### src/rtl/mem_wb_stage_pkg.sv
// ----------------------------------------------------------------------------
// mem_wb_stage_pkg : memory-op / access-size encodings and FSM states
// Rev 1.0
// ----------------------------------------------------------------------------
`default_nettype none

package mem_wb_stage_pkg;

  typedef enum logic [1:0] {
    MEM_NONE  = 2'b00,
    MEM_LOAD  = 2'b01,
    MEM_STORE = 2'b10
  } mem_op_t;

  // Encodings follow RISC-V funct3 for loads/stores.
  typedef enum logic [2:0] {
    SZ_B  = 3'b000,
    SZ_H  = 3'b001,
    SZ_W  = 3'b010,
    SZ_BU = 3'b100,
    SZ_HU = 3'b101
  } mem_size_t;

  typedef enum logic [1:0] {
    ST_IDLE      = 2'b00,
    ST_LOAD_REQ  = 2'b01,
    ST_LOAD_DATA = 2'b10
  } state_t;

  // Unused size codes fall into the default and are reported as misaligned.
  function automatic logic is_misaligned(input logic [2:0] size, input logic [1:0] off);
    logic mis;
    mis = 1'b1;
    case (size)
      SZ_B, SZ_BU: mis = 1'b0;
      SZ_H, SZ_HU: mis = off[0];
      SZ_W:        mis = (off != 2'b00);
      default:     mis = 1'b1;
    endcase
    return mis;
  endfunction

endpackage

`default_nettype wire

### src/rtl/mem_wb_stage_lsu_load_align.sv
// ----------------------------------------------------------------------------
// lsu_load_align : selects the addressed lane of a load word and extends it
// Rev 1.0
// ----------------------------------------------------------------------------
`default_nettype none

module lsu_load_align
  import mem_wb_stage_pkg::*;
#(
  parameter int XLEN = 32
) (
  input  logic [XLEN-1:0] data_i,
  input  logic [1:0]      offset_i,
  input  logic [2:0]      size_i,
  output logic [XLEN-1:0] value_o
);

  logic [XLEN-1:0] shifted;

  assign shifted = data_i >> {offset_i, 3'b000};

  always_comb begin
    value_o = '0;
    case (size_i)
      SZ_B:    value_o = {{(XLEN-8){shifted[7]}}, shifted[7:0]};
      SZ_H:    value_o = {{(XLEN-16){shifted[15]}}, shifted[15:0]};
      SZ_W:    value_o = shifted;
      SZ_BU:   value_o = {{(XLEN-8){1'b0}}, shifted[7:0]};
      SZ_HU:   value_o = {{(XLEN-16){1'b0}}, shifted[15:0]};
      default: value_o = '0;
    endcase
  end

endmodule

`default_nettype wire

### src/rtl/mem_wb_stage.sv
// ----------------------------------------------------------------------------
// mem_wb_stage : register writeback, byte/half/word stores and loads to RAM
// Rev 1.0
// ----------------------------------------------------------------------------
`default_nettype none

module mem_wb_stage
  import mem_wb_stage_pkg::*;
#(
  parameter int XLEN   = 32,
  parameter int REG_AW = 5
) (
  input  logic              clk,
  input  logic              reset_n,
  input  logic              in_valid,
  output logic              in_ready,
  input  logic [XLEN-1:0]   alu_result,
  input  logic [1:0]        mem_op,
  input  logic [2:0]        mem_size,
  input  logic [XLEN-1:0]   store_data,
  input  logic [REG_AW-1:0] dst_addr,
  input  logic              dst_en,
  output logic              rd_ram_en,
  output logic [XLEN-1:0]   rd_ram_addr,
  input  logic [XLEN-1:0]   rd_ram_data,
  output logic              wr_ram_en,
  output logic [XLEN-1:0]   wr_ram_addr,
  output logic [XLEN-1:0]   wr_ram_data,
  output logic [3:0]        wr_ram_be,
  output logic              reg_wr_en,
  output logic [REG_AW-1:0] reg_wr_addr,
  output logic [XLEN-1:0]   reg_wr_data,
  output logic              misalign_err
);

  state_t              state_q, state_d;
  logic                rd_en_q, rd_en_d, wr_en_q, wr_en_d, rg_en_q, rg_en_d, mis_q, mis_d;
  logic [XLEN-1:0]     rd_addr_q, rd_addr_d, wr_addr_q, wr_addr_d, wr_data_q, wr_data_d;
  logic [3:0]          wr_be_q, wr_be_d;
  logic [REG_AW-1:0]   rg_addr_q, rg_addr_d, ld_dst_q, ld_dst_d;
  logic [XLEN-1:0]     rg_data_q, rg_data_d;
  logic [2:0]          ld_size_q, ld_size_d;
  logic [1:0]          ld_off_q, ld_off_d;
  logic                ld_wb_q, ld_wb_d;

  logic                accept, wb_ok, size_mis;
  logic [1:0]          off;
  logic [XLEN-1:0]     word_addr, load_value;

  assign in_ready  = (state_q == ST_IDLE);
  assign accept    = in_valid && in_ready;
  assign off       = alu_result[1:0];
  assign word_addr = {alu_result[XLEN-1:2], 2'b00};
  assign wb_ok     = dst_en && (dst_addr != '0);
  assign size_mis  = is_misaligned(mem_size, off);

  lsu_load_align #(.XLEN(XLEN)) u_align (
    .data_i   (rd_ram_data),
    .offset_i (ld_off_q),
    .size_i   (ld_size_q),
    .value_o  (load_value)
  );

  always_comb begin
    state_d   = state_q;
    rd_en_d   = 1'b0;
    wr_en_d   = 1'b0;
    rg_en_d   = 1'b0;
    mis_d     = 1'b0;
    rd_addr_d = rd_addr_q;
    wr_addr_d = wr_addr_q;
    wr_data_d = wr_data_q;
    wr_be_d   = wr_be_q;
    rg_addr_d = rg_addr_q;
    rg_data_d = rg_data_q;
    ld_dst_d  = ld_dst_q;
    ld_size_d = ld_size_q;
    ld_off_d  = ld_off_q;
    ld_wb_d   = ld_wb_q;
    case (state_q)
      ST_IDLE: begin
        if (accept) begin
          case (mem_op)
            MEM_NONE: begin
              rg_en_d = wb_ok;
              if (wb_ok) begin
                rg_addr_d = dst_addr;
                rg_data_d = alu_result;
              end
            end
            MEM_LOAD: begin
              if (size_mis) begin
                mis_d = 1'b1;
              end else begin
                rd_en_d   = 1'b1;
                rd_addr_d = word_addr;
                ld_size_d = mem_size;
                ld_off_d  = off;
                ld_dst_d  = dst_addr;
                ld_wb_d   = wb_ok;
                state_d   = ST_LOAD_REQ;
              end
            end
            MEM_STORE: begin
              // Stores only know B/H/W; the unsigned size codes are rejected too.
              if (size_mis || mem_size[2]) begin
                mis_d = 1'b1;
              end else begin
                wr_en_d   = 1'b1;
                wr_addr_d = word_addr;
                case (mem_size)
                  SZ_B: begin
                    wr_data_d = {4{store_data[7:0]}};
                    wr_be_d   = 4'b0001 << off;
                  end
                  SZ_H: begin
                    wr_data_d = {2{store_data[15:0]}};
                    wr_be_d   = 4'b0011 << {off[1], 1'b0};
                  end
                  default: begin
                    wr_data_d = store_data;
                    wr_be_d   = 4'b1111;
                  end
                endcase
              end
            end
            default: ;
          endcase
        end
      end
      ST_LOAD_REQ: state_d = ST_LOAD_DATA;
      ST_LOAD_DATA: begin
        // RAM data is valid during this cycle; write it back next cycle.
        state_d = ST_IDLE;
        rg_en_d = ld_wb_q;
        if (ld_wb_q) begin
          rg_addr_d = ld_dst_q;
          rg_data_d = load_value;
        end
      end
      default: state_d = ST_IDLE;
    endcase
  end

  always_ff @(posedge clk or negedge reset_n) begin
    if (!reset_n) begin
      state_q   <= ST_IDLE;
      rd_en_q   <= 1'b0;
      wr_en_q   <= 1'b0;
      rg_en_q   <= 1'b0;
      mis_q     <= 1'b0;
      rd_addr_q <= '0;
      wr_addr_q <= '0;
      wr_data_q <= '0;
      wr_be_q   <= '0;
      rg_addr_q <= '0;
      rg_data_q <= '0;
      ld_dst_q  <= '0;
      ld_size_q <= '0;
      ld_off_q  <= '0;
      ld_wb_q   <= 1'b0;
    end else begin
      state_q   <= state_d;
      rd_en_q   <= rd_en_d;
      wr_en_q   <= wr_en_d;
      rg_en_q   <= rg_en_d;
      mis_q     <= mis_d;
      rd_addr_q <= rd_addr_d;
      wr_addr_q <= wr_addr_d;
      wr_data_q <= wr_data_d;
      wr_be_q   <= wr_be_d;
      rg_addr_q <= rg_addr_d;
      rg_data_q <= rg_data_d;
      ld_dst_q  <= ld_dst_d;
      ld_size_q <= ld_size_d;
      ld_off_q  <= ld_off_d;
      ld_wb_q   <= ld_wb_d;
    end
  end

  assign rd_ram_en    = rd_en_q;
  assign rd_ram_addr  = rd_addr_q;
  assign wr_ram_en    = wr_en_q;
  assign wr_ram_addr  = wr_addr_q;
  assign wr_ram_data  = wr_data_q;
  assign wr_ram_be    = wr_be_q;
  assign reg_wr_en    = rg_en_q;
  assign reg_wr_addr  = rg_addr_q;
  assign reg_wr_data  = rg_data_q;
  assign misalign_err = mis_q;

endmodule

`default_nettype wire
### config.mk
export PLATFORM = sky130hd
export DESIGN_NAME = mem_wb_stage
export DESIGN_NICKNAME = d
export VERILOG_FILES = /design/src/rtl/mem_wb_stage_pkg.sv /design/src/rtl/mem_wb_stage_lsu_load_align.sv /design/src/rtl/mem_wb_stage.sv
export SDC_FILE = /design/constraint.sdc
export NUM_CORES = 1
export LEC_CHECK = 0
export ABC_AREA = 0
export CAP_MARGIN = 20
export CORE_ASPECT_RATIO = 1.5
export CORE_UTILIZATION = 35
export DETAILED_ROUTE_END_ITERATION = 16
export GPL_TIMING_DRIVEN = 0
export PLACE_DENSITY = 0.7
export SYNTH_ARGS = -nofsm -noshare
export SYNTH_HDL_FRONTEND = slang
export SYNTH_SLANG_ARGS = --single-unit
### constraint.sdc
create_clock -name clk -period 2.6 [get_ports clk]
set_clock_uncertainty 0.1 [all_clocks]
set_input_delay 0.26 -clock clk [delete_from_list [all_inputs] [get_ports clk]]
set_output_delay 0.26 -clock clk [all_outputs]
set_load 0.01 [all_outputs]
Word-level counts from Yosys, hierarchy flattened. Cells that the tools add are included.

Reductions and logical operators: 16. Div/mod/pow operators: 0. $add $sub $neg: 0. Muxes and demuxes: 34. $lt $le $gt $ge: 0. Shift-type cells: 3. Equality and inequality tests: 18. Bitwise operators: 2. Multiply operators: 0.

Operators by type and width (number): one-hot mux 32 bit (5 select lines) (1); 2-to-1 mux 32 bit (4); one-hot mux 32 bit (2 select lines) (2); >> shifter 32 x 5 -> 32 bit (1); 2-to-1 mux 5 bit (4); 2-to-1 mux 1 bit (14); equality test 3 bit (second input constant) (4); one-hot mux 5 bit (2 select lines) (1); != test 2 x 1 -> 1 bit (second input constant) (4); one-hot mux 4 bit (2 select lines) (1); AND reduction 4 bit (2); equality test 3 x 1 -> 1 bit (second input constant) (2); equality test 3 x 2 -> 1 bit (second input constant) (2); logical NOT 3 bit (2); 2-to-1 mux 2 bit (3); AND reduction 5 bit (1); nonzero test 5 bit (1); equality test 2 x 1 -> 1 bit (second input constant) (2); equality test 2 bit (second input constant) (2); logical NOT 2 bit (2); != test 2 bit (second input constant) (2); one-hot mux 1 bit (2 select lines) (2); one-hot mux 2 bit (2 select lines) (1); nonzero test 2 bit (2); 8 further kinds (11).

Memories kept: 0. Output and inout bits: 142. Logic and storage cells: 88. Latch bits: 0. Bits in writable memories: 0. Bits in registers: 150. Input port bits: 110. ROM bits: 0.

Logic depth before layout (Yosys ltp).
Depth after elaboration: 8. Mapped depth: 8. Gate-level depth less buffers: 7.

Hierarchy. Synthesis repeated with hierarchy kept, for this count alone.

Cell total of the unflattened synthesis: 576. Area total of the unflattened synthesis: 7325.8 um^2.

By module, submodules not included: mem_wb_stage (seq. area each 3753.6 um^2, cells an instance 467, area each 6522.5 um^2, times used 1); lsu_load_align (seq. area each 0.0 um^2, cells an instance 109, area each 803.3 um^2, times used 1).

Worst setup path before layout. OpenSTA, ideal clock, no wires.

Path kind: register -> register. Start point: register ld_off_q[1]. End point: register rg_data_q[11] (netlist: reg_wr_data[11]). Required time: 2375 ps. Clock period less this slack: 2039 ps. Setup time: 125 ps. Stages on the path, launching flop included: 7. Path slack: 561 ps. Data arrival time: 1814 ps. Path buffers: 2. Path through: dfrtp_1 -> buf_2 -> clkbuf_1 -> mux2_2 -> mux4_2 -> a21oi_1 -> o31ai_1.

Cells in the longest elaborated chain, start to end: 4.

RTL lines: start: declaration (line mem_wb_stage.sv:43) `logic [1:0] ld_off_q, ld_off_d;`; start signal: assignment (line mem_wb_stage.sv:176) `ld_off_q <= ld_off_d;`; >> shifter 32 x 5 -> 32 bit (line mem_wb_stage_lsu_load_align.sv:20) `assign shifted = data_i >> {offset_i, 3'b000};`; one-hot mux 32 bit (5 select lines) (line mem_wb_stage_lsu_load_align.sv:24) `case (size_i)`; 2-to-1 mux 32 bit (line mem_wb_stage.sv:136) `if (ld_wb_q) begin`; one-hot mux 32 bit (2 select lines) (line mem_wb_stage.sv:80) `case (state_q)`; end signal: assignment (line mem_wb_stage.sv:173) `rg_data_q <= rg_data_d;`; end: declaration (line mem_wb_stage.sv:41) `logic [XLEN-1:0] rg_data_q, rg_data_d;`.

Every way passes these cells. The select of a mux whose other input is x is not followed. A chain may end at the register's enable or synchronous reset.

Final worst setup path.
Start point: register ld_off_q[1]. End point: register rg_data_q[13] (netlist: reg_wr_data[13]).

Same word-level chain as after synthesis.

==> impl_metrics.py <==
metrics = {
    "run_status": {
        "outcome": "completed",
    },
    "sta": {
        "finalSetupTns_ns": 0,
        "rsz0062_at_grt": "false",
        "report.final.slew_viol_count": 0,
        "setup_violations": 0,
        "max_slew.worst_pin.slew_ns": 0.925,
        "fin_ws_ns": 0.0818,
        "slew_headroom_pct": 38.0,
        "period_share_pct": 96.9,
        "hold_viol_final": 0,
        "fmax_ghz": 0.397,
        "holdWs_ns": 0.0624,
        "period_minus_slack_ns": 2.52,
    },
    "drt": {
        "drcViolationCount": 0,
        "drt_wl_total_um": 23700,
        "vias": 6023,
        "detail-route-antenna-nets": 0,
        "drt_iter0_markers": 216,
        "drt-pass1-iter-count": 4,
        "wire_per_inst_um": 20.2,
        "avgViaCountPerCell": 5.13,
    },
    "setup_path": {
        "cp.arrival_ns": 2.72,
        "worstReg2RegEnd": "reg_wr_data[13]",
        "cp.required_ns": 2.80,
        "rr_startpoint": "ld_off_q[1]",
        "worst_r2r_path_depth": 6,
        "setup.worst_path.class": "reg2reg",
        "crit_end": "reg_wr_data[13]",
        "worstSetupStartpointType": "flop",
        "critical_path.startpoint": "ld_off_q[1]",
        "r2r_setup_slack_ns": 0.08,
        "critPathMaxFanout": 10,
        "cp-end-kind": "flop",
    },
    "clock_network": {
        "cts.sinks": 150,
        "clk_latency_ns": 0.43,
        "cts_tree": "yes",
        "cts_buffers": 17,
        "root_buffer": "clkbuf_16",
        "cts_max_level": 4,
        "clockBufferDepth": 2,
        "clkTransAtPathRegs_ns": 0.07,
        "cts_resized": 0,
    },
    "placement": {
        "pre_cts_slack_ns": -0.281,
        "gp_congestion": 0.835,
        "port_buffers": 245,
        "hpwl_um": 18200,
    },
    "yosys": {
        "synthTopCellsByCount": "dfrtp_1, mux2_2, o21ai_0",
        "synth_top_family_by_area": "multiplexers",
        "synth_warnings": 0,
        "yosys.area_share.simple_pct": 7.45,
        "synthesis.area_mm2": 0.00753,
        "synth_compound_area_share_pct": 11.4,
        "syn_inst": 624,
        "synth-edff-count": 0,
        "syn_area_per_cell_um2": 12.1,
        "synth_seq_cells": 150,
        "netlist_top_cells_area": "dfrtp_1, mux2_2, mux2i_1",
        "yosysMostFrequentCell": "dfrtp_1",
        "synth.mux.area_fraction_pct": 26.7,
        "async_flop_share_pct": 100,
        "synthFlopType": "dfrtp_1",
        "synthXorXnorAreaFrac_pct": 0,
        "netlist.area_leader.share_pct": 49.9,
        "synth.distinct_cells": 47,
        "yosysSeqAreaShare_pct": 49.9,
        "yosysTopAreaCell": "dfrtp_1",
        "synth_fa_ha_area_share_pct": 0.499,
    },
    "run": {
        "drv_cap": 0,
    },
    "floorplan": {
        "die_w_um": 122,
        "die-area_mm2": 0.0221,
        "die_y_um": 182,
        "io_pins": 252,
        "core_area_mm2": 0.0211,
        "num_rows": 65,
        "initial_core_util_pct": 35.7,
    },
    "global_route": {
        "grt_max_degree": 58,
        "overflow": 0,
        "grt_pass1_vias": 6315,
        "antenna_found_initial": 2,
        "grt_pass1_wl_um": 36600,
        "grtUsageTotal_pct": 22.3,
    },
    "finish": {
        "nFillCells": 1894,
        "multi_input_area_mm2": 0.00348,
        "regArea_mm2": 0.00375,
        "drive_gt1_share_pct": 21.8,
        "antenna_cells": 0,
        "area_growth_pct": 46.1,
        "nNetsFinal": 1007,
    },
    "power": {
        "power.total_mw": 8.85,
        "peakVddDrop_uv": 438,
        "power_density_mw_per_mm2": 805,
        "p_leak_nw": 4.63,
    },
    "hold_path": {
        "hold_path_class": "in2reg",
    },
}
-- layout make-up --
type	instances	area share, %
Clock buffer	18	3.99
Clock inverter	14	1.50
Buffer	52	2.24
Tap cell	268	3.05
Timing Repair Buffer	248	22.9
Inverter	15	0.535
Multi-Input combinational cell	410	31.6
Sequential cell	150	34.1
-- repair_timing --
action | CTS | global route
hold endpoints to repair | 42 | 0
buffers inserted | 0 | 0
hold buffers | 1 | 0
-- worst min-delay path by stage --
stage | start | end | slack [ns] | depth (start not counted)
2_1_floorplan | reset_n | ld_dst_q[0] | -0.14 | 0
3_3_place_gp | wr_ram_data[21] | wr_ram_data[21] | 0.36 | 2
3_5_place_dp | reset_n | wr_ram_addr[22] | 0.10 | 1
4_1_cts | mem_size[2] | misalign_err | 0.05 | 3
5_1_grt | mem_size[2] | misalign_err | 0.07 | 3
6_report | mem_size[2] | misalign_err | 0.06 | 3
-- metal layers --
layer	part of all wire [%]	global-route usage [%]	up-vias
met5	0.11	0	-
met4	3.3	10.6	4
met3	6.2	6.19	39
met2	53	39.6	206
met1	37	24.2	2962
li1	-	-	2812
-- worst max-delay path, cell delays in order (launching register included) --
cell and delay (ns):
dfrtp_1 0.32, buf_2 0.19, clkbuf_1 0.46, mux2_2 0.40
mux4_2 0.44, a21oi_1 0.34, o31ai_1 0.13
-- sequential cells by signal, summed over array words and instances, names as in the netlist, 2 cells and up --
signal,flops
reg_wr_data,32
wr_ram_data,32
rd_ram_addr,30
wr_ram_addr,30
ld_dst_q,5
reg_wr_addr,5
wr_ram_be,4
ld_size_q,3
ld_off_q,2
state_q,2
-- where the power goes --
part | total, mW | switching, mW | internal [mW]
sequential | 3.24 | 0.316 | 2.93
combinational | 3.05 | 1.26 | 1.79
clock | 2.55 | 1.08 | 1.47
-- cell families after synthesis --
family	after synthesis
other cells	1
flops	150
mux	168
simple gates	107
buf+inv	67
fa+ha+maj	3
compound gates	128
-- metrics by stage --
step | instances | utilization [%] | cell area [µm²]
finish | 1175 | 52.2 | 11000
CTS | 1175 | 52.2 | 11000
global route | 1175 | 52.2 | 11000
global placement | 1140 | 49.0 | 10300
detailed placement | 1142 | 49.3 | 10400
floorplan | 627 | - | 7540
-- cell usage in the layout, fill, tap and decap left out, types with 3 or more instances in the layout --
master,count
a32o_1,6
buf_2,17
mux4_2,9
inv_6,5
dfrtp_1,150
a21oi_1,10
clkdlybuf4s50_1,244
clkinv_4,3
mux2i_1,40
nor2_1,11
nor2b_1,19
mux2_2,101
ha_1,3
buf_1,4
a211o_1,7
clkbuf_16,17
inv_1,14
clkbuf_1,25
o31ai_1,7
o21ai_0,66
o221ai_1,7
buf_4,4
conb_1,4
buf_6,3
a32oi_1,17
mux2_4,18
nand2_1,46
nand3_1,13
No activity file was read; power rests on OpenSTA's default activity.
